$ cat src/rtl/udp_mc_pkt_send.sv
// Multi-channel UDP/IPv4 frame transmitter for an 8-bit GMII-style TX path.
// Round-robin arbitration, minimum-frame padding, IP checksum and Ethernet FCS.
module udp_mc_pkt_send #(
    parameter int unsigned NUM_CH    = 2,
    parameter int unsigned IFG_BYTES = 12,
    parameter int unsigned MAX_LEN   = 1472,
    parameter logic [7:0]  TTL       = 8'hC8
) (
    input  logic                   clk,
    input  logic                   rst,
    input  logic [47:0]            i_dst_mac,
    input  logic [47:0]            i_src_mac,
    input  logic [31:0]            i_src_ip,
    input  logic [31:0]            i_dst_ip,
    input  logic [15:0]            i_src_port,
    input  logic [NUM_CH*16-1:0]   i_dst_port,
    input  logic [NUM_CH*16-1:0]   i_data_len,
    input  logic [NUM_CH-1:0]      i_req,
    output logic [NUM_CH-1:0]      o_gnt,
    input  logic [NUM_CH*8-1:0]    i_data,
    output logic [NUM_CH-1:0]      o_rd,
    output logic [7:0]             o_tx_data,
    output logic                   o_tx_en,
    output logic                   o_busy,
    output logic [15:0]            o_ip_id
);

    localparam int unsigned CH_W     = (NUM_CH > 1) ? $clog2(NUM_CH) : 1;
    localparam int unsigned HDR_W    = 42 * 8;
    localparam logic [31:0] CRC_INIT = 32'hFFFF_FFFF;

    typedef enum logic [2:0] {
        S_IDLE, S_ARB, S_PRE, S_HDR, S_PAY, S_PAD, S_FCS, S_IFG
    } state_t;

    state_t             state, state_nxt;
    logic [15:0]        cnt, cnt_nxt;
    logic [15:0]        len;
    logic [HDR_W-1:0]   hdr;
    logic [31:0]        crc;
    logic [CH_W-1:0]    gnt_idx, rr_start;
    logic [7:0]         tx_data_nxt;
    logic               tx_en_nxt;

    logic               arb_found;
    logic [CH_W-1:0]    arb_idx;
    logic [CH_W:0]      cand;
    logic [15:0]        len_sel, len_clamp, tot_len, udp_len, port_sel, csum;
    logic [31:0]        sum32, fold1;
    logic [7:0]         pay_byte;
    logic [31:0]        fcs;

    function automatic logic [31:0] crc_step(input logic [31:0] c, input logic [7:0] d);
        logic [31:0] r;
        r = c ^ {24'h0, d};
        for (int b = 0; b < 8; b++) begin
            r = r[0] ? ((r >> 1) ^ 32'hEDB8_8320) : (r >> 1);
        end
        return r;
    endfunction

    // Round-robin search starting at the channel after the last one served
    always_comb begin
        arb_found = 1'b0;
        arb_idx   = '0;
        cand      = '0;
        for (int i = 0; i < NUM_CH; i++) begin
            cand = {1'b0, rr_start} + (CH_W+1)'(i);
            if (cand >= (CH_W+1)'(NUM_CH)) begin
                cand = cand - (CH_W+1)'(NUM_CH);
            end
            if (!arb_found && (|(i_req & (NUM_CH'(1) << cand)))) begin
                arb_found = 1'b1;
                arb_idx   = cand[CH_W-1:0];
            end
        end
    end

    // Header fields and checksum for the channel being granted
    always_comb begin
        len_sel   = 16'(i_data_len >> {arb_idx, 4'b0000});
        port_sel  = 16'(i_dst_port >> {arb_idx, 4'b0000});
        len_clamp = (len_sel > 16'(MAX_LEN)) ? 16'(MAX_LEN) : len_sel;
        tot_len   = len_clamp + 16'd28;
        udp_len   = len_clamp + 16'd8;
        sum32     = 32'h0000_4500 + 32'(tot_len) + 32'(o_ip_id) + 32'({TTL, 8'h11})
                  + 32'(i_src_ip[31:16]) + 32'(i_src_ip[15:0])
                  + 32'(i_dst_ip[31:16]) + 32'(i_dst_ip[15:0]);
        fold1     = 32'(sum32[15:0]) + 32'(sum32[31:16]);
        csum      = ~(fold1[15:0] + fold1[31:16]);
    end

    assign pay_byte = 8'(i_data >> {gnt_idx, 3'b000});
    assign fcs      = ~crc;
    assign o_rd     = (state == S_PAY && !rst) ? o_gnt : '0;

    // Next state, counter and the TX byte to register
    always_comb begin
        state_nxt   = state;
        cnt_nxt     = cnt + 16'd1;
        tx_en_nxt   = 1'b0;
        tx_data_nxt = 8'h00;
        case (state)
            S_IDLE: begin
                cnt_nxt = '0;
                if (|i_req) state_nxt = S_ARB;
            end
            S_ARB: begin
                cnt_nxt   = '0;
                state_nxt = arb_found ? S_PRE : S_IDLE;
            end
            S_PRE: begin
                tx_en_nxt   = 1'b1;
                tx_data_nxt = (cnt == 16'd7) ? 8'hD5 : 8'h55;
                if (cnt == 16'd7) begin
                    cnt_nxt   = '0;
                    state_nxt = S_HDR;
                end
            end
            S_HDR: begin
                tx_en_nxt   = 1'b1;
                tx_data_nxt = hdr[HDR_W-1 -: 8];
                if (cnt == 16'd41) begin
                    cnt_nxt   = '0;
                    state_nxt = (len == 16'd0) ? S_PAD : S_PAY;
                end
            end
            S_PAY: begin
                tx_en_nxt   = 1'b1;
                tx_data_nxt = pay_byte;
                if (cnt == len - 16'd1) begin
                    cnt_nxt   = '0;
                    state_nxt = (len < 16'd18) ? S_PAD : S_FCS;
                end
            end
            S_PAD: begin
                tx_en_nxt = 1'b1;
                if (cnt == 16'd17 - len) begin
                    cnt_nxt   = '0;
                    state_nxt = S_FCS;
                end
            end
            S_FCS: begin
                tx_en_nxt   = 1'b1;
                tx_data_nxt = 8'(fcs >> {cnt[1:0], 3'b000});
                if (cnt == 16'd3) begin
                    cnt_nxt   = '0;
                    state_nxt = S_IFG;
                end
            end
            S_IFG: begin
                if (cnt == 16'(IFG_BYTES - 1)) begin
                    cnt_nxt   = '0;
                    state_nxt = S_IDLE;
                end
            end
            default: state_nxt = S_IDLE;
        endcase
    end

    always_ff @(posedge clk) begin
        if (rst) begin
            state     <= S_IDLE;
            cnt       <= '0;
            o_tx_en   <= 1'b0;
            o_tx_data <= 8'h00;
            o_busy    <= 1'b0;
        end else begin
            state     <= state_nxt;
            cnt       <= cnt_nxt;
            o_tx_en   <= tx_en_nxt;
            o_tx_data <= tx_data_nxt;
            o_busy    <= (state_nxt != S_IDLE);
        end
    end

    // Per-frame context: grant, header shifter, CRC, RR pointer and IP ID
    always_ff @(posedge clk) begin
        if (rst) begin
            o_gnt    <= '0;
            gnt_idx  <= '0;
            rr_start <= '0;
            o_ip_id  <= '0;
            len      <= '0;
            hdr      <= '0;
            crc      <= CRC_INIT;
        end else begin
            if (state == S_ARB && arb_found) begin
                o_gnt   <= NUM_CH'(1) << arb_idx;
                gnt_idx <= arb_idx;
                len     <= len_clamp;
                crc     <= CRC_INIT;
                hdr     <= {i_dst_mac, i_src_mac, 16'h0800,
                            8'h45, 8'h00, tot_len, o_ip_id, 16'h0000, TTL, 8'h11, csum,
                            i_src_ip, i_dst_ip,
                            i_src_port, port_sel, udp_len, 16'h0000};
            end
            if (state == S_HDR) begin
                hdr <= {hdr[HDR_W-9:0], 8'h00};
            end
            if (state == S_HDR || state == S_PAY || state == S_PAD) begin
                crc <= crc_step(crc, tx_data_nxt);
            end
            if (state == S_FCS && cnt == 16'd3) begin
                o_gnt    <= '0;
                rr_start <= (gnt_idx == CH_W'(NUM_CH - 1)) ? '0 : gnt_idx + CH_W'(1);
                o_ip_id  <= o_ip_id + 16'd1;
            end
        end
    end

endmodule
$ cat config.mk
export PLATFORM = sky130hd
export DESIGN_NAME = udp_mc_pkt_send
export DESIGN_NICKNAME = d
export VERILOG_FILES = /design/src/rtl/udp_mc_pkt_send.sv
export SDC_FILE = /design/constraint.sdc
export NUM_CORES = 1
export LEC_CHECK = 0
export CELL_PAD_IN_SITES_DETAIL_PLACEMENT = 0
export CELL_PAD_IN_SITES_GLOBAL_PLACEMENT = 2
export CORE_MARGIN = 2
export CORE_UTILIZATION = 33
export CTS_CLUSTER_DIAMETER = 100
export DETAILED_ROUTE_END_ITERATION = 16
export PLACE_DENSITY_LB_ADDON = 0.1
export SLEW_MARGIN = 20
export SYNTH_ARGS = -nofsm -noshare
export SYNTH_HDL_FRONTEND = slang
export SYNTH_SLANG_ARGS = --single-unit
$ cat constraint.sdc
create_clock -name clk -period 15.9 [get_ports clk]
set_input_delay 1.59 -clock clk [delete_from_list [all_inputs] [get_ports clk]]
set_output_delay 1.59 -clock clk [all_outputs]
set_load 0.01 [all_outputs]
==> results.py <==
metrics = {
    "timing": {
        "period_minus_slack_ps": 13240,
        "clock_skew_ps": 17.8,
        "slew_headroom_pct": 20.4,
        "slew_violations": 0,
        "fmax_mhz": 75.5,
        "rsz0062_at_grt": "false",
        "tightest_slew_ps": 1180,
        "finalSetupTns_ps": 0,
        "setup_violations": 0,
        "finalCritPeriodShare_pct": 83.3,
        "hold_violations": 0,
    },
    "outcome": {
        "status": "finished, final reports clean",
    },
    "worst_setup_path": {
        "endpoint_kind": "register",
        "required_ps": 16410,
        "path_class": "input port to register",
        "critPathLaunchType": "input port",
        "critical_path.max_stage_delay_ps": 900,
        "cp.arrival_ps": 13750,
        "crit_top_cell": "ha_1",
        "cp_slowest_cell": "o41ai_1",
        "crit_path_max_fanout": 20,
    },
    "yosys": {
        "async_reset_ff_share_pct": 0,
        "synth_cell_types": 79,
        "synth_seq_cells": 417,
        "netlist_instances": 2663,
        "synth_edf_count": 0,
        "ys.warnings.count": 0,
        "synth.avg_cell_area_sq_um": 8.20,
        "ys.flop_type": "dfxtp_1",
        "synth_area_sq_um": 21800,
        "seq_area_frac_synth_pct": 38.2,
    },
    "detailed_routing": {
        "maxUsedRoutingLayer": "met4",
        "wirelength_um": 77200,
        "dr.pass1.iters": 5,
        "avgViaCountPerCell": 5.26,
        "wl_met3_um": 3460,
        "vias": 19700,
        "met1_length_um": 37400,
        "drtIter0Drc": 1613,
        "ant_nets": 0,
        "dr_wl_met2_um": 35300,
        "drc_errors": 0,
        "wl_per_cell_um": 20.7,
    },
    "clocking": {
        "clock-root-buffer": "clkbuf_16",
        "cts_setup_buffers": 0,
        "cts_sinks": 417,
        "cts_buffer_depth": 3,
        "cts_resized": 0,
        "insertion_delay_ps": 590,
        "hold_buffers": 0,
        "h-tree-depth": 2,
        "cts_inserted_buffers": 49,
        "clkTransAtPathRegs_ps": 60,
        "cts_tree": "yes",
    },
    "placement": {
        "gp_congestion": 0.861,
        "dp_cells": 3644,
        "place.port_buffers": 289,
        "dp_hpwl_um": 54500,
    },
    "grt": {
        "grt_pass1_wl_um": 118000,
        "grt_pass1_vias": 19100,
        "antenna_found_initial": 4,
        "grt_usage_pct": 22.2,
        "grt_max_degree": 205,
        "grt-ovfl-total": 0,
    },
    "floorplanning": {
        "die_w_um": 261,
        "fp-row-count": 94,
        "ios": 290,
        "die-area_sq_um": 68300,
        "start_util_pct": 33.3,
        "coreArea_sq_um": 65600,
        "die_h_um": 261,
    },
    "finish": {
        "final_layout_size_suffix_gt1_share_pct": 4.67,
        "stdcell_count": 3737,
        "final_nets": 3206,
        "area_growth_pct": 23.1,
    },
    "flow_run": {
        "max_cap_viol_count": 0,
    },
    "power_and_ir_drop": {
        "vdd_drop_max_mv": 0.0980,
        "leakage_nw": 9.81,
        "power.density_nw_per_um2": 135,
    },
    "hold_path": {
        "hp-class": "register to register",
    },
}
## path summary, 6_finish.rpt
| kind | startpoint | end | slack (ps) | cells after the start |
|---|---|---|---|---|
| setup reg to reg | rr_start$_SDFFE_PP0P_ | hdr[143]$_SDFFE_PP0P_ | 3840 | 44 |
| setup / recovery | i_req[0] | hdr[143]$_SDFFE_PP0P_ | 2660 | 46 |
| hold / removal | hdr[156]$_SDFFE_PP0P_ | hdr[164]$_SDFFE_PP0P_ | 440 | 2 |
| hold reg to reg | hdr[156]$_SDFFE_PP0P_ | hdr[164]$_SDFFE_PP0P_ | 440 | 2 |
## routing by layer
metal / track usage (%) / vias to the layer above
met5: 0 / -
met4: 4.48 / 0
met3: 2.93 / 69
met2: 34.6 / 429
met1: 32.7 / 9543
li1: - / 9626
## where the power goes
part	internal (mW)	total (mW)	switching, mW
sequential	1.12	1.17	0.0495
clock	0.649	1.12	0.469
combinational	0.517	1.33	0.816
total	2.29	3.62	1.33
## critical path: cells and delay by family
| family | cells | cell delay, ps |
|---|---|---|
| xor+xnor | 1 | 160 |
| simple gates | 14 | 3460 |
| compound gates | 15 | 3860 |
| mux | 2 | 670 |
| fa+ha+maj | 8 | 2840 |
| buf+inv | 6 | 1150 |
## stage by stage
| stage | cell area (sq um) | power, mW | setup WS [ps] | hold WS (ps) | util (%) |
|---|---|---|---|---|---|
| 6_report | 26900 | 3.62 | 2660 | 444 | 41.0 |
| 4_1_cts | 26900 | 3.64 | 2830 | 451 | 41.0 |
| 3_3_place_gp | 25300 | 2.50 | 2480 | 437 | 38.6 |
| 3_5_place_dp | 25300 | 2.49 | 2210 | 445 | 38.6 |
| 2_1_floorplan | 21900 | 2.09 | 4330 | 432 | - |
| 5_1_grt | 26900 | 3.84 | 1840 | 461 | 41.0 |
## cells in the final DEF, fill, tap and decap left out, types with 18 or more instances in the layout
cell,count
nor3_1,67
clkbuf_16,49
inv_1,114
fa_1,63
o22ai_1,25
mux2i_1,36
o21ai_0,39
nand3_1,90
xnor2_1,98
nand2_1,303
a22oi_1,157
dfxtp_1,417
xor2_1,57
a21oi_1,296
nor4_1,76
clkdlybuf4s50_1,288
ha_1,52
nand2b_1,25
buf_4,18
a221oi_1,24
nor2_1,306
## cell families (layout without fill, tap and decap cells)
group / Yosys count / after routing / synth area share, %
compound gates: 639 / 639 / 18.3
xor+xnor: 158 / 158 / 6.47
fa+ha+maj: 115 / 115 / 8.75
buf+inv: 310 / 514 / 5.40
flops: 417 / 417 / 38.2
mux: 44 / 44 / 2.27
other cells: 2 / 8 / 0.0344
simple gates: 978 / 978 / 20.5
## cell usage after synthesis, types with 5 or more instances
| master | instances | share of area, % |
|---|---|---|
| a211o_1 | 5 | 0.20 |
| a211oi_1 | 10 | 0.34 |
| a21o_1 | 9 | 0.31 |
| a21oi_1 | 296 | 6.8 |
| a221oi_1 | 24 | 0.96 |
| a22oi_1 | 157 | 5.4 |
| a311oi_1 | 6 | 0.24 |
| a31oi_1 | 11 | 0.32 |
| and2_1 | 8 | 0.23 |
| and3_1 | 10 | 0.29 |
| buf_1 | 18 | 0.31 |
| clkbuf_1 | 171 | 2.9 |
| dfxtp_1 | 417 | 38 |
| fa_1 | 63 | 5.8 |
| ha_1 | 52 | 3.0 |
| inv_1 | 114 | 2.0 |
| mux2i_1 | 36 | 1.6 |
| nand2_1 | 305 | 5.2 |
| nand2b_1 | 25 | 0.72 |
| nand3_1 | 90 | 2.1 |
| nand3b_1 | 5 | 0.17 |
| nand4_1 | 16 | 0.46 |
| nor2_1 | 307 | 5.3 |
| nor2b_1 | 16 | 0.46 |
| nor3_1 | 68 | 1.6 |
| nor3b_1 | 10 | 0.34 |
| nor4_1 | 77 | 2.2 |
| o211ai_1 | 6 | 0.21 |
| o21a_1 | 9 | 0.31 |
| o21ai_0 | 40 | 0.92 |
| o22ai_1 | 25 | 0.72 |
| or2_2 | 8 | 0.23 |
| or3_1 | 12 | 0.34 |
| or4_1 | 7 | 0.24 |
| xnor2_1 | 98 | 3.9 |
| xor2_1 | 57 | 2.3 |
## state kept, by name, summed over array words and instances, names as in the netlist
name / cells
hdr: 320
o_ip_id: 16
cnt: 16
gnt_idx: 1
rr_start: 1
o_busy: 1
state: 3
o_gnt: 2
crc: 32
o_tx_data: 8
o_tx_en: 1
len: 16
## layout make-up
cell class	instances	area, sq um
Fill cell	6713	38700
Inverter	115	432
Sequential cell	417	8350
Multi-Input combinational cell	1939	12400
Tap cell	864	1080
Clock inverter	17	164
Timing Repair Buffer	309	3070
Antenna cell	3	7.51
Clock buffer	73	1420
Power figures use the tool's default switching activity.
